`config.mk`:
```
export PLATFORM = sky130hd
export DESIGN_NAME = alu_result_stage
export DESIGN_NICKNAME = d
export VERILOG_FILES = /design/src/rtl/alu_pkg.sv /design/src/rtl/alu_flag_reg.sv /design/src/rtl/alu_result_stage.sv
export SDC_FILE = /design/constraint.sdc
export NUM_CORES = 1
export LEC_CHECK = 0
export ABC_AREA = 1
export CORE_MARGIN = 2
export CORE_UTILIZATION = 40
export DETAILED_ROUTE_END_ITERATION = 7
export HOLD_SLACK_MARGIN = 0.05
export PLACE_DENSITY_LB_ADDON = 0.15
export SYNTH_ARGS = -nofsm -noshare
export SYNTH_HDL_FRONTEND = slang
export SYNTH_HIERARCHICAL = 1
export SYNTH_SLANG_ARGS = --single-unit
```
`constraint.sdc`:
```
create_clock -name clk -period 2.3 [get_ports clk]
set_input_delay 0.345 -clock clk [delete_from_list [all_inputs] [get_ports clk]]
set_output_delay 0.345 -clock clk [all_outputs]
set_load 0.02 [all_outputs]
```
`src/rtl/alu_pkg.sv`:
```
// Shared definitions for the ALU result stage: buffer state encoding,
// flag bit positions and the default datapath width.
package alu_pkg;

  localparam int unsigned ALU_DEFAULT_WIDTH = 16;

  localparam int unsigned FLAG_N = 3;
  localparam int unsigned FLAG_Z = 2;
  localparam int unsigned FLAG_C = 1;
  localparam int unsigned FLAG_V = 0;

  typedef enum logic [1:0] {
    EMPTY = 2'd0,
    ONE   = 2'd1,
    FULL  = 2'd2
  } buf_state_t;

endpackage

```
`src/rtl/alu_flag_reg.sv`:
```
// Architectural {N,Z,C,V} flag register with clear; a load beats a clear.
// Optional sticky overflow bit under ALU_STICKY_OVERFLOW_EN.
module alu_flag_reg
  import alu_pkg::*;
(
  input  logic       clk,
  input  logic       rst_n,
  input  logic       load,
  input  logic [3:0] flags_d,
  input  logic       clr,
`ifdef ALU_STICKY_OVERFLOW_EN
  output logic       sticky_v,
`endif
  output logic [3:0] flags_q
);

  always_ff @(posedge clk) begin
    if (!rst_n) begin
      flags_q <= '0;
    end else if (load) begin
      flags_q <= flags_d;
    end else if (clr) begin
      flags_q <= '0;
    end
  end

`ifdef ALU_STICKY_OVERFLOW_EN
  always_ff @(posedge clk) begin
    if (!rst_n) begin
      sticky_v <= 1'b0;
    end else if (load && flags_d[FLAG_V]) begin
      sticky_v <= 1'b1;
    end else if (clr) begin
      sticky_v <= 1'b0;
    end
  end
`endif

endmodule

```
`src/rtl/alu_result_stage.sv`:
```
// ALU result stage: 2-entry (main + skid) FIFO with registered in_ready,
// plus flag register. Optional sticky overflow via ALU_STICKY_OVERFLOW_EN.
module alu_result_stage
  import alu_pkg::*;
#(
  parameter int unsigned WIDTH = ALU_DEFAULT_WIDTH,
  parameter int unsigned DEPTH = 2
) (
  input  logic             clk,
  input  logic             rst_n,
  input  logic             in_valid,
  output logic             in_ready,
  input  logic [WIDTH-1:0] in_y,
  input  logic             in_negative,
  input  logic             in_zero,
  input  logic             in_cout,
  input  logic             in_overflow,
  input  logic             in_flag_we,
  input  logic             flags_clr,
  output logic             out_valid,
  input  logic             out_ready,
  output logic [WIDTH-1:0] out_y,
  output logic [3:0]       out_flags,
`ifdef ALU_STICKY_OVERFLOW_EN
  output logic             sticky_v,
`endif
  output logic [3:0]       flags_q
);

  buf_state_t state, state_nxt;
  logic [WIDTH-1:0] mem_y     [DEPTH];
  logic [3:0]       mem_flags [DEPTH];
  logic [3:0]       in_flags;
  logic             push, pop;

  always_comb begin
    in_flags         = '0;
    in_flags[FLAG_N] = in_negative;
    in_flags[FLAG_Z] = in_zero;
    in_flags[FLAG_C] = in_cout;
    in_flags[FLAG_V] = in_overflow;
  end

  assign out_valid = (state != EMPTY);
  assign push      = in_valid && in_ready;
  assign pop       = out_valid && out_ready;
  assign out_y     = mem_y[0];
  assign out_flags = mem_flags[0];

  always_comb begin
    state_nxt = state;
    case (state)
      EMPTY:   if (push) state_nxt = ONE;
      ONE: begin
        if (push && !pop)      state_nxt = FULL;
        else if (pop && !push) state_nxt = EMPTY;
      end
      FULL:    if (pop) state_nxt = ONE;
      default: state_nxt = EMPTY;
    endcase
  end

  // Entry 0 always presents the oldest word; entry DEPTH-1 is the skid slot.
  always_ff @(posedge clk) begin
    if (!rst_n) begin
      state    <= EMPTY;
      in_ready <= 1'b1;
      for (int unsigned i = 0; i < DEPTH; i++) begin
        mem_y[i]     <= '0;
        mem_flags[i] <= '0;
      end
    end else begin
      state    <= state_nxt;
      in_ready <= (state_nxt != FULL);
      case (state)
        EMPTY: begin
          if (push) begin
            mem_y[0]     <= in_y;
            mem_flags[0] <= in_flags;
          end
        end
        ONE: begin
          if (push && pop) begin
            mem_y[0]     <= in_y;
            mem_flags[0] <= in_flags;
          end else if (push) begin
            mem_y[DEPTH-1]     <= in_y;
            mem_flags[DEPTH-1] <= in_flags;
          end
        end
        FULL: begin
          if (pop) begin
            mem_y[0]     <= mem_y[DEPTH-1];
            mem_flags[0] <= mem_flags[DEPTH-1];
          end
        end
        default: ;
      endcase
    end
  end

  alu_flag_reg u_flag_reg (
    .clk     (clk),
    .rst_n   (rst_n),
    .load    (push && in_flag_we),
    .flags_d (in_flags),
    .clr     (flags_clr),
`ifdef ALU_STICKY_OVERFLOW_EN
    .sticky_v(sticky_v),
`endif
    .flags_q (flags_q)
  );

endmodule
```
==> After elaboration in Yosys (flattened, before gate mapping) <==
Memory sizes are Yosys's and may differ from the RTL's.
Index checks and enable logic that the tools add are counted.
Widths: inputs -> output; s select.
{ "totals": {"ff_bits": 7, "ramBits": 40, "input_bits": 26, "out_inout_bits": 26, "word_cells": 59, "memories": 2} }
{ "op_classes": {"n_eq_ne": 3, "mux": 32, "bitwise": 8, "reduce_logical": 11} }
{ "mem_list": {"columns": ["memory", "depth", "width", "rd", "rd_ports_with_merged_regs", "wr", "line", "source"], "rows": [
  ["mem_y", 2, 16, 2, 0, 2, "alu_result_stage.sv:31", "logic [WIDTH-1:0] mem_y [DEPTH];"],
  ["mem_flags", 2, 4, 2, 0, 2, "alu_result_stage.sv:32", "logic [3:0] mem_flags [DEPTH];"]
]} }
{ "op_table": {"columns": ["op", "count"], "rows": [
  ["$mux 16", 4],
  ["$mux 4", 6],
  ["$mux 1", 17],
  ["$mux 2", 4],
  ["$or 1x1->1", 8],
  ["$logic_and 1x1->1", 6],
  ["$pmux 2 s3", 1],
  ["$reduce_bool 2->1", 2],
  ["$eq 2x1->1 const B", 1],
  ["$eq 2x2->1 const B", 1],
  ["$logic_not 1->1", 2],
  ["$logic_not 2->1", 1],
  ["$ne 2x2->1 const B", 1]
]} }

==> Longest topological paths before layout <==
{ "logic_depth": {"depth_word": 9, "ltp_mapped": 6, "ltp_nobuf": 5} }

==> Hierarchy <==
Netlist, hierarchy kept.
{ "by_module_without_submodules": {"columns": ["mod", "n_inst", "cells_each", "area_per_inst_um2", "seq_area_each_um2"], "rows": [
  ["alu_result_stage", 1, 156, 1888.1, 1261.2],
  ["alu_flag_reg", 1, 18, 140.1, 80.1]
]} }

==> Least setup slack after synthesis <==
OpenSTA, ideal clock, no wires.
{ "synth_path": {"path_type": "flip-flop to flip-flop", "startpoint": "register in_ready", "endpoint": "memory mem_flags[1][0] (enable)", "setup_ns": 0.425, "arrival_time_ns": 2.113, "required_ns": 1.875, "setup_slack_ns": -0.238, "stages_incl_launch_ff": 3, "n_path_buf": 0, "period_less_slack_ns": 2.538, "path_cell_list": "dfxtp_1 > nand2_1 > o21ai_0"} }
{ "synth_rtl": {"columns": ["element", "line", "source"], "rows": [
  ["start: declaration", "alu_result_stage.sv:12", "output logic in_ready,"],
  ["start signal: assignment", "alu_result_stage.sv:74", "in_ready <= (state_nxt != FULL);"],
  ["end: declaration", "alu_result_stage.sv:32", null]
]} }

==> reports/results.txt <==
Yosys warns -> 6
Setup Crit Path Kind -> input port to register
Status -> finished, final reports clean
Largest family of logic cells by synthesized area -> simple AND/OR/NAND/NOR gates
Routed WL -> 3830 µm
Synthesis-to-finish area growth -> 31.5%
Share of layout cells above drive strength 1 -> 14.5%
RSZ-0062 raised after global routing -> false
Hold_buf cts -> 0
Max VDD drop -> 0.000355 V
Simple-Gate Fraction of Synth Area -> 14.3%
Starting Density -> 42.1%
Top cells by area, synth -> edfxtp_1, o21ai_2, dfxtp_1, nand3_1, inv_1
Critical-path top delay cell -> clkdlybuf4s50_1
CP arrival -> 1970 ps
Depth of the CTS H-tree -> 2
Minimum clock period -> 1840 ps
CP Capture Type -> register
Slew headroom -> 53.2%
Root Driver -> clkbuf_8
Syn Std Cell Area -> 2030 µm²
Die area -> 5660 µm²
Post-DP HPWL -> 2580 µm
Post-route ant nets -> 0
Power Dens Cells -> 677 nW/µm²
Fin nets -> 253
Synthesized flop and latch total -> 47
Synth Instances -> 174
Core Box Area -> 4820 µm²
Post-CTS Setup Inserts -> 0
MaxCap Viol Count -> 0
Initial antenna violation count -> 0
Clock Skew -> 5.98 ps
Fin. Hold Viols -> 0
Crit start category -> input port
Commonest non-fill, non-tap cell in the layout -> clkdlybuf4s50_1
Final hold slack -> 466 ps
Vias in the first global route -> 1,317
# resized after CTS -> 0
CTS Sinks -> 47
Final Setup Violations -> 0
Slew at the pin closest to its max-slew limit -> 701 ps
Post-synth top area share -> 59.2%
CP max stage delay -> 650 ps
Die H -> 75.2 µm
1st-iter DRT viols -> 99
Skew-Pair Late Insertion Delay -> 290 ps
Drt pass-1 iters -> 4
Antenna Cells -> 0
Average wire per standard cell -> 13.0 µm
First-pass GRT wire length -> 6040 µm
Critical Path RT -> 2420 ps
Remaining routing DRC violations -> 0
Total congestion overflow -> 0
Via count -> 1,368
Pin count of the biggest net entering global routing -> 41
Synth Area in XOR/XNOR -> 0%
Max clock buf depth -> 2
Placed cell areas -> 2570 µm²
Leak -> 1.08 nW
Cell variety after synth -> 15
GP Congestion -> 0.696
Type of the worst min-delay path -> register to register
Placement Rows -> 25
Vias/cell -> 4.64
Setup tns final -> 0 ps
Fin. max-slew vios -> 0
CP Cell Sequence -> clkdlybuf4s50_1, nand4_4, o21ai_2
Yosys top cell by area -> edfxtp_1
Post-synthesis mux area share -> 0%
CTS clk-pin slew, worst paths -> 80 ps
CTS tree -> yes
Adder-Cell Fraction of Synth Area -> 0%
PortBufs -> 51
Worst-path maximum fanout -> 40
Design Area, Final -> 2670 µm²
Mapped Avg Cell Area -> 11.7 µm²
Max Freq -> 543 MHz
# IOs -> 52
Global Route Usage Sum -> 14.6%
Most frequent cells in the layout -> clkdlybuf4s50_1, edfxtp_1, inv_1
Synth Area in Compound Gates -> 10.1%
Period utilisation layout -> 80.1%
Total CTS buffers -> 5
Seq/Total Area, Yosys -> 66.1%
Die span in x -> 75.2 µm
Syn Nets -> 200
==> area by class of cell <==
type / count / area, µm²
repair buffers: 54 / 533
multi-input cells: 90 / 499
flip-flops and latches: 47 / 1340
fillers: 436 / 2150
well taps: 67 / 83.8
clock buffers: 8 / 100
inverters: 29 / 109
==> sequential cells by signal, summed over array words and instances, names as in the netlist <==
signal              flops
u_flag_reg/flags_q      4
state                   2
in_ready                1
mem_flags               8
mem_y                  32
==> worst max-delay path: cells and delay by family <==
family | cells | cell delay, ps
simple gates | 1 | 610
buf+inv | 1 | 650
compound gates | 1 | 350
==> worst paths after layout <==
check | start | to | slack (ps) | depth (start not counted)
setup reg to reg | state[1] | mem_y[0][11] | 770 | 3
hold / removal | u_flag_reg/flags_q[2] | u_flag_reg/flags_q[2] | 470 | 2
hold reg to reg | u_flag_reg/flags_q[2] | u_flag_reg/flags_q[2] | 470 | 2
setup / recovery | rst_n | mem_y[0][11] | 460 | 3
==> power breakdown <==
part / internal, mW / switching (mW) / leakage (nW)
sequential: 0.990 / 0.0168 / 0.483
clock: 0.274 / 0.254 / 0.0515
combinational: 0.122 / 0.147 / 0.541
total: 1.39 / 0.418 / 1.08
==> per-layer routing <==
layer | GRT usage [%] | part of all wire (%)
met4 | 5.26 | 1.6
met2 | 25.1 | 50
met5 | 0 | 0
met1 | 17.1 | 42
met3 | 4.55 | 5.7
==> cell families (layout without fill, tap and decap cells) <==
kind of cell,Yosys count,in the layout
buffers and inverters,37,91
AOI/OAI and AO/OA,26,26
DFF,47,47
and+or+nand+nor,64,64
==> cells in the mapped netlist <==
cell type,instances
buf_2,2
edfxtp_1,40
nand2_1,17
clkbuf_8,2
nand4_4,1
buf_6,4
nor2_2,1
dfxtp_1,7
nand3_1,22
o21ai_2,20
inv_1,29
nor2_1,22
nand4_1,1
a21oi_1,5
o21ai_0,1
==> stage by stage <==
stage | worst slack, ps | cells | total power [mW] | util [%]
after detailed placement | 128 | 287 | 1.30 | 53.3
final | 457 | 295 | 1.80 | 55.4
after global routing | 329 | 295 | 1.89 | 55.4
after floorplan | 303 | 174 | 1.17 | -
after global placement | 240 | 287 | 1.29 | 53.3
after CTS | 436 | 295 | 1.82 | 55.4
No activity file was read; power rests on OpenSTA's default activity.
